File: config.mk
export PLATFORM = sky130hd
export DESIGN_NAME = cnt5_monitor_flat
export DESIGN_NICKNAME = d
export VERILOG_FILES = /design/src/rtl/cnt5_pkg.sv /design/src/rtl/cnt5_monitor_if.sv /design/src/rtl/cnt5_monitor_dec.sv /design/src/rtl/cnt5_monitor.sv /design/src/flat_wrapper.sv
export SDC_FILE = /design/constraint.sdc
export NUM_CORES = 1
export LEC_CHECK = 0
export ABC_AREA = 0
export CAP_MARGIN = 20
export CORE_ASPECT_RATIO = 1.2
export CORE_UTILIZATION = 45
export DETAILED_ROUTE_END_ITERATION = 7
export PLACE_DENSITY = 0.88
export RECOVER_POWER = 25
export SYNTH_ARGS = -nofsm -noshare
export SYNTH_HDL_FRONTEND = slang
export SYNTH_HIERARCHICAL = 1
export SYNTH_SLANG_ARGS = --single-unit
File: constraint.sdc
create_clock -name clk -period 4.9 [get_ports clk]
set_input_delay 0.49 -clock clk [delete_from_list [all_inputs] [get_ports clk]]
set_output_delay 0.49 -clock clk [all_outputs]
set_load 0.03 [all_outputs]
File: src/rtl/cnt5_pkg.sv
// Shared constants for the 5-way one-hot counter and its monitor: positions,
// monitor FSM states, fault codes and mod-5 position helpers.
package cnt5_pkg;

  localparam logic [4:0] ZERO  = 5'b00001;
  localparam logic [4:0] ONE   = 5'b00010;
  localparam logic [4:0] TWO   = 5'b00100;
  localparam logic [4:0] THREE = 5'b01000;
  localparam logic [4:0] FOUR  = 5'b10000;

  typedef enum logic [1:0] {
    INIT  = 2'd0,
    TRACK = 2'd1,
    FAULT = 2'd2
  } state_t;

  localparam logic [1:0] NONE = 2'b00;
  localparam logic [1:0] ENC  = 2'b01;
  localparam logic [1:0] JUMP = 2'b10;

  function automatic logic [2:0] pos_inc(input logic [2:0] p);
    return (p == 3'd4) ? 3'd0 : p + 3'd1;
  endfunction

  function automatic logic [2:0] pos_dec(input logic [2:0] p);
    return (p == 3'd0) ? 3'd4 : p - 3'd1;
  endfunction

endpackage

File: src/rtl/cnt5_monitor_if.sv
// Sample/status bundle between a one-hot counter source and cnt5_monitor.
interface cnt5_monitor_if #(parameter int REV_W = 8);
  logic [4:0]       cnt;
  logic             cnt_vld;
  logic             err_clr;
  logic [2:0]       pos;
  logic             pos_vld;
  logic             dir;
  logic             step;
  logic [REV_W-1:0] rev_up;
  logic [REV_W-1:0] rev_dn;
  logic             err;
  logic [1:0]       err_code;

  modport master (
    output cnt, cnt_vld, err_clr,
    input  pos, pos_vld, dir, step, rev_up, rev_dn, err, err_code
  );

  modport slave (
    input  cnt, cnt_vld, err_clr,
    output pos, pos_vld, dir, step, rev_up, rev_dn, err, err_code
  );
endinterface

File: src/rtl/cnt5_monitor_dec.sv
// onehot5_dec: combinational one-hot to binary index decode with legality flag.
module onehot5_dec
  import cnt5_pkg::*;
(
  input  logic [4:0] i_oh,
  output logic [2:0] o_idx,
  output logic       o_legal
);

  always_comb begin
    o_idx   = 3'd0;
    o_legal = 1'b1;
    case (i_oh)
      ZERO:    o_idx = 3'd0;
      ONE:     o_idx = 3'd1;
      TWO:     o_idx = 3'd2;
      THREE:   o_idx = 3'd3;
      FOUR:    o_idx = 3'd4;
      default: o_legal = 1'b0;
    endcase
  end

endmodule

File: src/rtl/cnt5_monitor.sv
// Tracks a 5-way one-hot counter, classifies steps and latches sticky faults.
// Define CNT5_MON_REV_EN to build the up/down revolution counters.
module cnt5_monitor
  import cnt5_pkg::*;
#(
  parameter int REV_W   = 8,
  parameter bit HOLD_OK = 1'b1
) (
  input  logic           clk,
  input  logic           rb,
  cnt5_monitor_if.slave  m
);

  state_t     r_state, w_state_nxt;
  logic [2:0] r_pos, w_pos_nxt, w_p;
  logic       w_legal;
  logic       r_dir, w_dir_nxt;
  logic       r_step, w_step_nxt;
  logic [1:0] r_code, w_code_nxt;
  logic       w_track_smp, w_hit_hold, w_hit_up, w_hit_dn;

  onehot5_dec u_dec (
    .i_oh    (m.cnt),
    .o_idx   (w_p),
    .o_legal (w_legal)
  );

  assign w_track_smp = (r_state == TRACK) && m.cnt_vld && w_legal;
  assign w_hit_hold  = w_track_smp && (w_p == r_pos);
  assign w_hit_up    = w_track_smp && (w_p == pos_inc(r_pos));
  assign w_hit_dn    = w_track_smp && (w_p == pos_dec(r_pos));

  always_ff @(posedge clk or posedge rb) begin
    if (rb) r_state <= INIT;
    else    r_state <= w_state_nxt;
  end

  always_comb begin
    w_state_nxt = r_state;
    case (r_state)
      INIT:    if (m.cnt_vld) w_state_nxt = w_legal ? TRACK : FAULT;
      TRACK:   if (m.cnt_vld && !(w_hit_up || w_hit_dn || (w_hit_hold && HOLD_OK)))
                 w_state_nxt = FAULT;
      // clear beats a coincident sample, which is simply dropped
      FAULT:   if (m.err_clr) w_state_nxt = INIT;
      default: w_state_nxt = INIT;
    endcase
  end

  always_comb begin
    w_pos_nxt  = r_pos;
    w_dir_nxt  = r_dir;
    w_step_nxt = 1'b0;
    w_code_nxt = r_code;
    case (r_state)
      INIT: begin
        if (m.cnt_vld) begin
          if (w_legal) w_pos_nxt  = w_p;
          else         w_code_nxt = ENC;
        end
      end
      TRACK: begin
        if (m.cnt_vld) begin
          if (!w_legal) begin
            w_code_nxt = ENC;
          end else if (w_hit_up || w_hit_dn) begin
            w_pos_nxt  = w_p;
            w_dir_nxt  = w_hit_up;
            w_step_nxt = 1'b1;
          end else if (!(w_hit_hold && HOLD_OK)) begin
            w_code_nxt = JUMP;
          end
        end
      end
      FAULT:   if (m.err_clr) w_code_nxt = NONE;
      default: w_code_nxt = r_code;
    endcase
  end

  always_ff @(posedge clk or posedge rb) begin
    if (rb) begin
      r_pos  <= 3'd0;
      r_dir  <= 1'b1;
      r_step <= 1'b0;
      r_code <= NONE;
    end else begin
      r_pos  <= w_pos_nxt;
      r_dir  <= w_dir_nxt;
      r_step <= w_step_nxt;
      r_code <= w_code_nxt;
    end
  end

`ifdef CNT5_MON_REV_EN
  logic [REV_W-1:0] r_rev_up, r_rev_dn;
  logic             w_wrap_up, w_wrap_dn;

  assign w_wrap_up = w_hit_up && (r_pos == 3'd4);
  assign w_wrap_dn = w_hit_dn && (r_pos == 3'd0);

  // only rb clears the revolution history; fault clears leave it intact
  always_ff @(posedge clk or posedge rb) begin
    if (rb) begin
      r_rev_up <= '0;
      r_rev_dn <= '0;
    end else begin
      if (w_wrap_up) r_rev_up <= r_rev_up + REV_W'(1);
      if (w_wrap_dn) r_rev_dn <= r_rev_dn + REV_W'(1);
    end
  end

  assign m.rev_up = r_rev_up;
  assign m.rev_dn = r_rev_dn;
`else
  assign m.rev_up = '0;
  assign m.rev_dn = '0;
`endif

  assign m.pos      = r_pos;
  assign m.pos_vld  = (r_state == TRACK);
  assign m.dir      = r_dir;
  assign m.step     = r_step;
  assign m.err      = (r_state == FAULT);
  assign m.err_code = r_code;

endmodule

File: src/flat_wrapper.sv
// flat-port wrapper written by rule: the top's interface ports become plain ports
module cnt5_monitor_flat import cnt5_pkg::*;
#(
  parameter int REV_W   = 8,
  parameter bit HOLD_OK = 1'b1
)
  (clk, rb, m_cnt, m_cnt_vld, m_err_clr, m_pos, m_pos_vld, m_dir, m_step, m_rev_up, m_rev_dn, m_err, m_err_code);
  cnt5_monitor_if #(.REV_W(REV_W)) m_i ();
  input  logic clk;
  input  logic rb;
  input wire logic [$bits(m_i.cnt)-1:0] m_cnt;
  input wire logic [$bits(m_i.cnt_vld)-1:0] m_cnt_vld;
  input wire logic [$bits(m_i.err_clr)-1:0] m_err_clr;
  output wire logic [$bits(m_i.pos)-1:0] m_pos;
  output wire logic [$bits(m_i.pos_vld)-1:0] m_pos_vld;
  output wire logic [$bits(m_i.dir)-1:0] m_dir;
  output wire logic [$bits(m_i.step)-1:0] m_step;
  output wire logic [$bits(m_i.rev_up)-1:0] m_rev_up;
  output wire logic [$bits(m_i.rev_dn)-1:0] m_rev_dn;
  output wire logic [$bits(m_i.err)-1:0] m_err;
  output wire logic [$bits(m_i.err_code)-1:0] m_err_code;
  assign m_i.cnt = m_cnt;
  assign m_i.cnt_vld = m_cnt_vld;
  assign m_i.err_clr = m_err_clr;
  assign m_pos = m_i.pos;
  assign m_pos_vld = m_i.pos_vld;
  assign m_dir = m_i.dir;
  assign m_step = m_i.step;
  assign m_rev_up = m_i.rev_up;
  assign m_rev_dn = m_i.rev_dn;
  assign m_err = m_i.err;
  assign m_err_code = m_i.err_code;
  cnt5_monitor #(.REV_W(REV_W), .HOLD_OK(HOLD_OK)) u_core (.clk(clk), .rb(rb), .m(m_i));
endmodule
==> impl_metrics.py <==
metrics = {
    "sta": {
        "slew_headroom_pct": 40.8,
        "period_needed_ns": 3.01,
        "timing.final.crit_share_pct": 61.4,
        "final-setup-viol-count": 0,
        "finClkSkew_ns": 0.000991,
        "maxSlewViolCount": 0,
        "worstMarginPinSlew_ns": 0.880,
        "finalHoldViolations": 0,
        "grt_setup_unrepaired": "no",
        "tns_ns": 0,
        "fmax_ghz": 0.333,
    },
    "power": {
        "p_comb_share_pct": 45.6,
        "pwr-share-clk_pct": 20.7,
        "switchingPower_uw": 113,
        "total_leakage_power_uw": 0.000442,
        "p_sw_share_pct": 40.7,
        "p_per_area_nw_per_um2": 263,
        "pwr-share-seq_pct": 33.7,
        "vdd_drop_max_mv": 0.124,
        "internal_power_uw": 164,
    },
    "synth": {
        "yosys_warnings": 6,
        "ys_seq_elements": 9,
        "yosysUniqueCellTypes": 39,
        "avgSynthCellArea_um2": 9.24,
        "syn_inst": 97,
        "ys.flop_type": "dfrtp_1",
        "synth-async-reset-ratio_pct": 100,
        "netlist_area_um2": 896,
        "synth_edf_count": 0,
        "seq_area_frac_synth_pct": 25.3,
    },
    "die": {
        "num_rows": 17,
        "die_y_um": 50.9,
        "io_pins": 34,
        "core_um2": 1850,
        "dieArea_um2": 2170,
        "initial_core_util_pct": 48.4,
        "die_w_um": 42.7,
    },
    "worst_setup_path": {
        "reg2regPathDepth": 7,
        "critPathMaxStageDelay_ns": 0.67,
        "cp-start-kind": "input port",
        "path_cells": "clkdlybuf4s50_1, xnor2_1, nor4_1, xnor2_1, a211oi_2, o211ai_2, a31oi_4, mux2_4",
        "crit_end": "u_core/m.pos[1]",
        "worstPathBufferInverterCount": 1,
        "rrSetupSlack_ns": 2.71,
        "path_delay_family": "compound AO/OA/AOI/OAI gates",
        "endpoint_kind": "flop",
        "worstSetupStartpoint": "m_cnt[1]",
        "crit_type": "in2reg",
        "slowest_stage": "nor4_1",
        "timing.rr.start": "u_core/m.pos[0]",
        "path_common_cell": "xnor2_1",
        "crit_arrival_ns": 3.16,
        "rr_endpoint": "u_core/m.pos[1]",
        "cp_data_required_time_ns": 5.05,
        "path_max_fanout": 6,
        "cp.depth": 8,
    },
    "clock_tree": {
        "clock_latency_ns": 0.26,
        "post_cts_buffers": 0,
        "root_buffer": "clkbuf_4",
        "clk_pin_slew_ns": 0.06,
        "ctsHoldBuffers": 0,
        "clockBufferDepth": 2,
        "cts_tree": "built",
        "ctsResizeCount": 0,
        "numCtsBuffers": 3,
        "numClockSinks": 9,
        "htreeDepth": 1,
    },
    "run_status": {
        "status": "complete, no violations",
    },
    "place": {
        "port_buffers": 17,
        "place_hpwl_um": 1400,
        "gp_congestion": 0.912,
    },
    "global_routing": {
        "overflow": 0,
        "antenna_found_initial": 0,
        "grt.total_usage_pct": 16.9,
        "grt_pass1_wl_um": 2860,
        "first_global_vias": 668,
        "grt_max_degree": 11,
    },
    "cells_and_area": {
        "antenna_cells": 0,
        "fillers": 158,
        "synthToLayoutAreaGrowth_pct": 17.3,
        "final_util_pct": 56.8,
        "nNetsFinal": 130,
        "drive_above_1_share_pct": 14.5,
    },
    "detailed_routing": {
        "ant_nets": 0,
        "drc": 0,
        "firstDrtPassIters": 5,
        "wire_per_inst_um": 12.4,
        "drt-initial-drc-count": 13,
        "via_count": 722,
        "via_per_inst": 5.31,
        "routed_wirelength_um": 1690,
    },
    "run": {
        "drv_cap": 0,
    },
    "hold_path": {
        "hold_path.class": "reg2reg",
    },
}
[stage by stage]
step | instances | power [µW] | worst slack [ns] | area [µm²] | hold slack [ns]
after floorplan | 112 | 193 | 2.39 | 952 | 0.317
after CTS | 135 | 278 | 1.77 | 1050 | 0.474
final | 136 | 277 | 1.89 | 1050 | 0.541
after global placement | 131 | 216 | 1.67 | 1020 | 0.490
after global routing | 136 | 292 | 1.75 | 1050 | 0.559
after detailed placement | 131 | 220 | 1.49 | 1020 | 0.521
[cells by family (layout without fill, tap and decap cells)]
group,after synthesis,count (layout),share of synthesized area [%]
other,1,16,0.419
xor gates and xnor gates,8,8,7.82
buffers and inverters,22,27,16.3
AOI/OAI and AO/OA,20,20,20.1
DFF,9,9,25.3
and+or+nand+nor,30,30,19.7
muxes,4,4,6.14
adders and majority gates,3,3,4.19
[sequential cells by signal (all words and copies together) (netlist names)]
signal / cells
u_core/m.dir: 1
u_core/m.step: 1
u_core/m.err_code: 2
u_core/r_state: 2
u_core/m.pos: 3
[power groups by stage]
stage / logic, µW / registers [µW] / clock network, µW
global route: 136 / 94.2 / 62.2
global placement: 122 / 93.7 / 0
finish: 126 / 93.1 / 57.3
detailed placement: 126 / 94.4 / 0
CTS: 126 / 93.1 / 59.1
floorplan: 90.7 / 103 / 0
[cells in the mapped netlist, types with 2 or more instances]
master	number	share of area, %
a211oi_1	2	1.7
a21oi_1	2	1.1
and2_1	2	1.4
buf_4	17	14
dfrtp_1	8	22
ha_1	3	4.2
inv_1	5	2.1
mux2_4	3	5.0
nand2_1	5	2.1
nand3b_1	3	2.5
nor2_1	5	2.1
nor2b_1	4	2.8
nor3_1	2	1.1
nor4_1	2	1.4
o21ai_0	4	2.2
xnor2_1	7	6.8
[worst min-delay path: stages (launching register included)]
cell	delay, ns
dfstp_2	0.37
o21ai_0	0.08
o21ai_0	0.09
[cells in the final DEF, fill, tap and decap left out, drive strengths merged, types with 2 or more instances in the layout]
cell type / instances
xnor2: 7
dfrtp: 8
and2: 2
conb: 16
nor3: 3
clkbuf: 4
o21ai: 4
a211oi: 3
nor2b: 4
a21oi: 2
ha: 3
o211ai: 3
nor4: 2
mux2: 3
nand3b: 3
nand2: 5
nor2: 5
inv: 5
clkdlybuf4s50: 16
[routing by layer]
layer	share of wire, %	wire [µm]	track usage [%]
met5	0	0	0
met1	40	667	18.5
met2	53	899	30.8
met4	2.6	43	8.33
met3	4.5	76	2.83
[final cells by class]
class / instances / area (µm²) / share of cell area [%]
flip-flops and latches: 9 / 226 / 21.5
multi-input cells: 81 / 579 / 55.1
inverters: 5 / 18.8 / 1.79
clock buffers: 3 / 22.5 / 2.14
clock inverters: 1 / 5.00 / 0.476
well taps: 19 / 23.8 / 2.26
repair buffers: 18 / 175 / 16.7
[how the worst min path moves through the flow]
stage                 startpoint                    to  slack, ns  cells past startpoint
floorplan                     rb  u_core/m.err_code[0]       0.32                      1
detailed placement  u_core/m.dir          u_core/m.dir       0.52                      2
global route        u_core/m.dir          u_core/m.dir       0.56                      2
finish              u_core/m.dir          u_core/m.dir       0.54                      2
CTS                           rb       u_core/m.pos[1]       0.47                      2
global placement    u_core/m.dir          u_core/m.dir       0.49                      2
(Power assumes the default switching activity.)
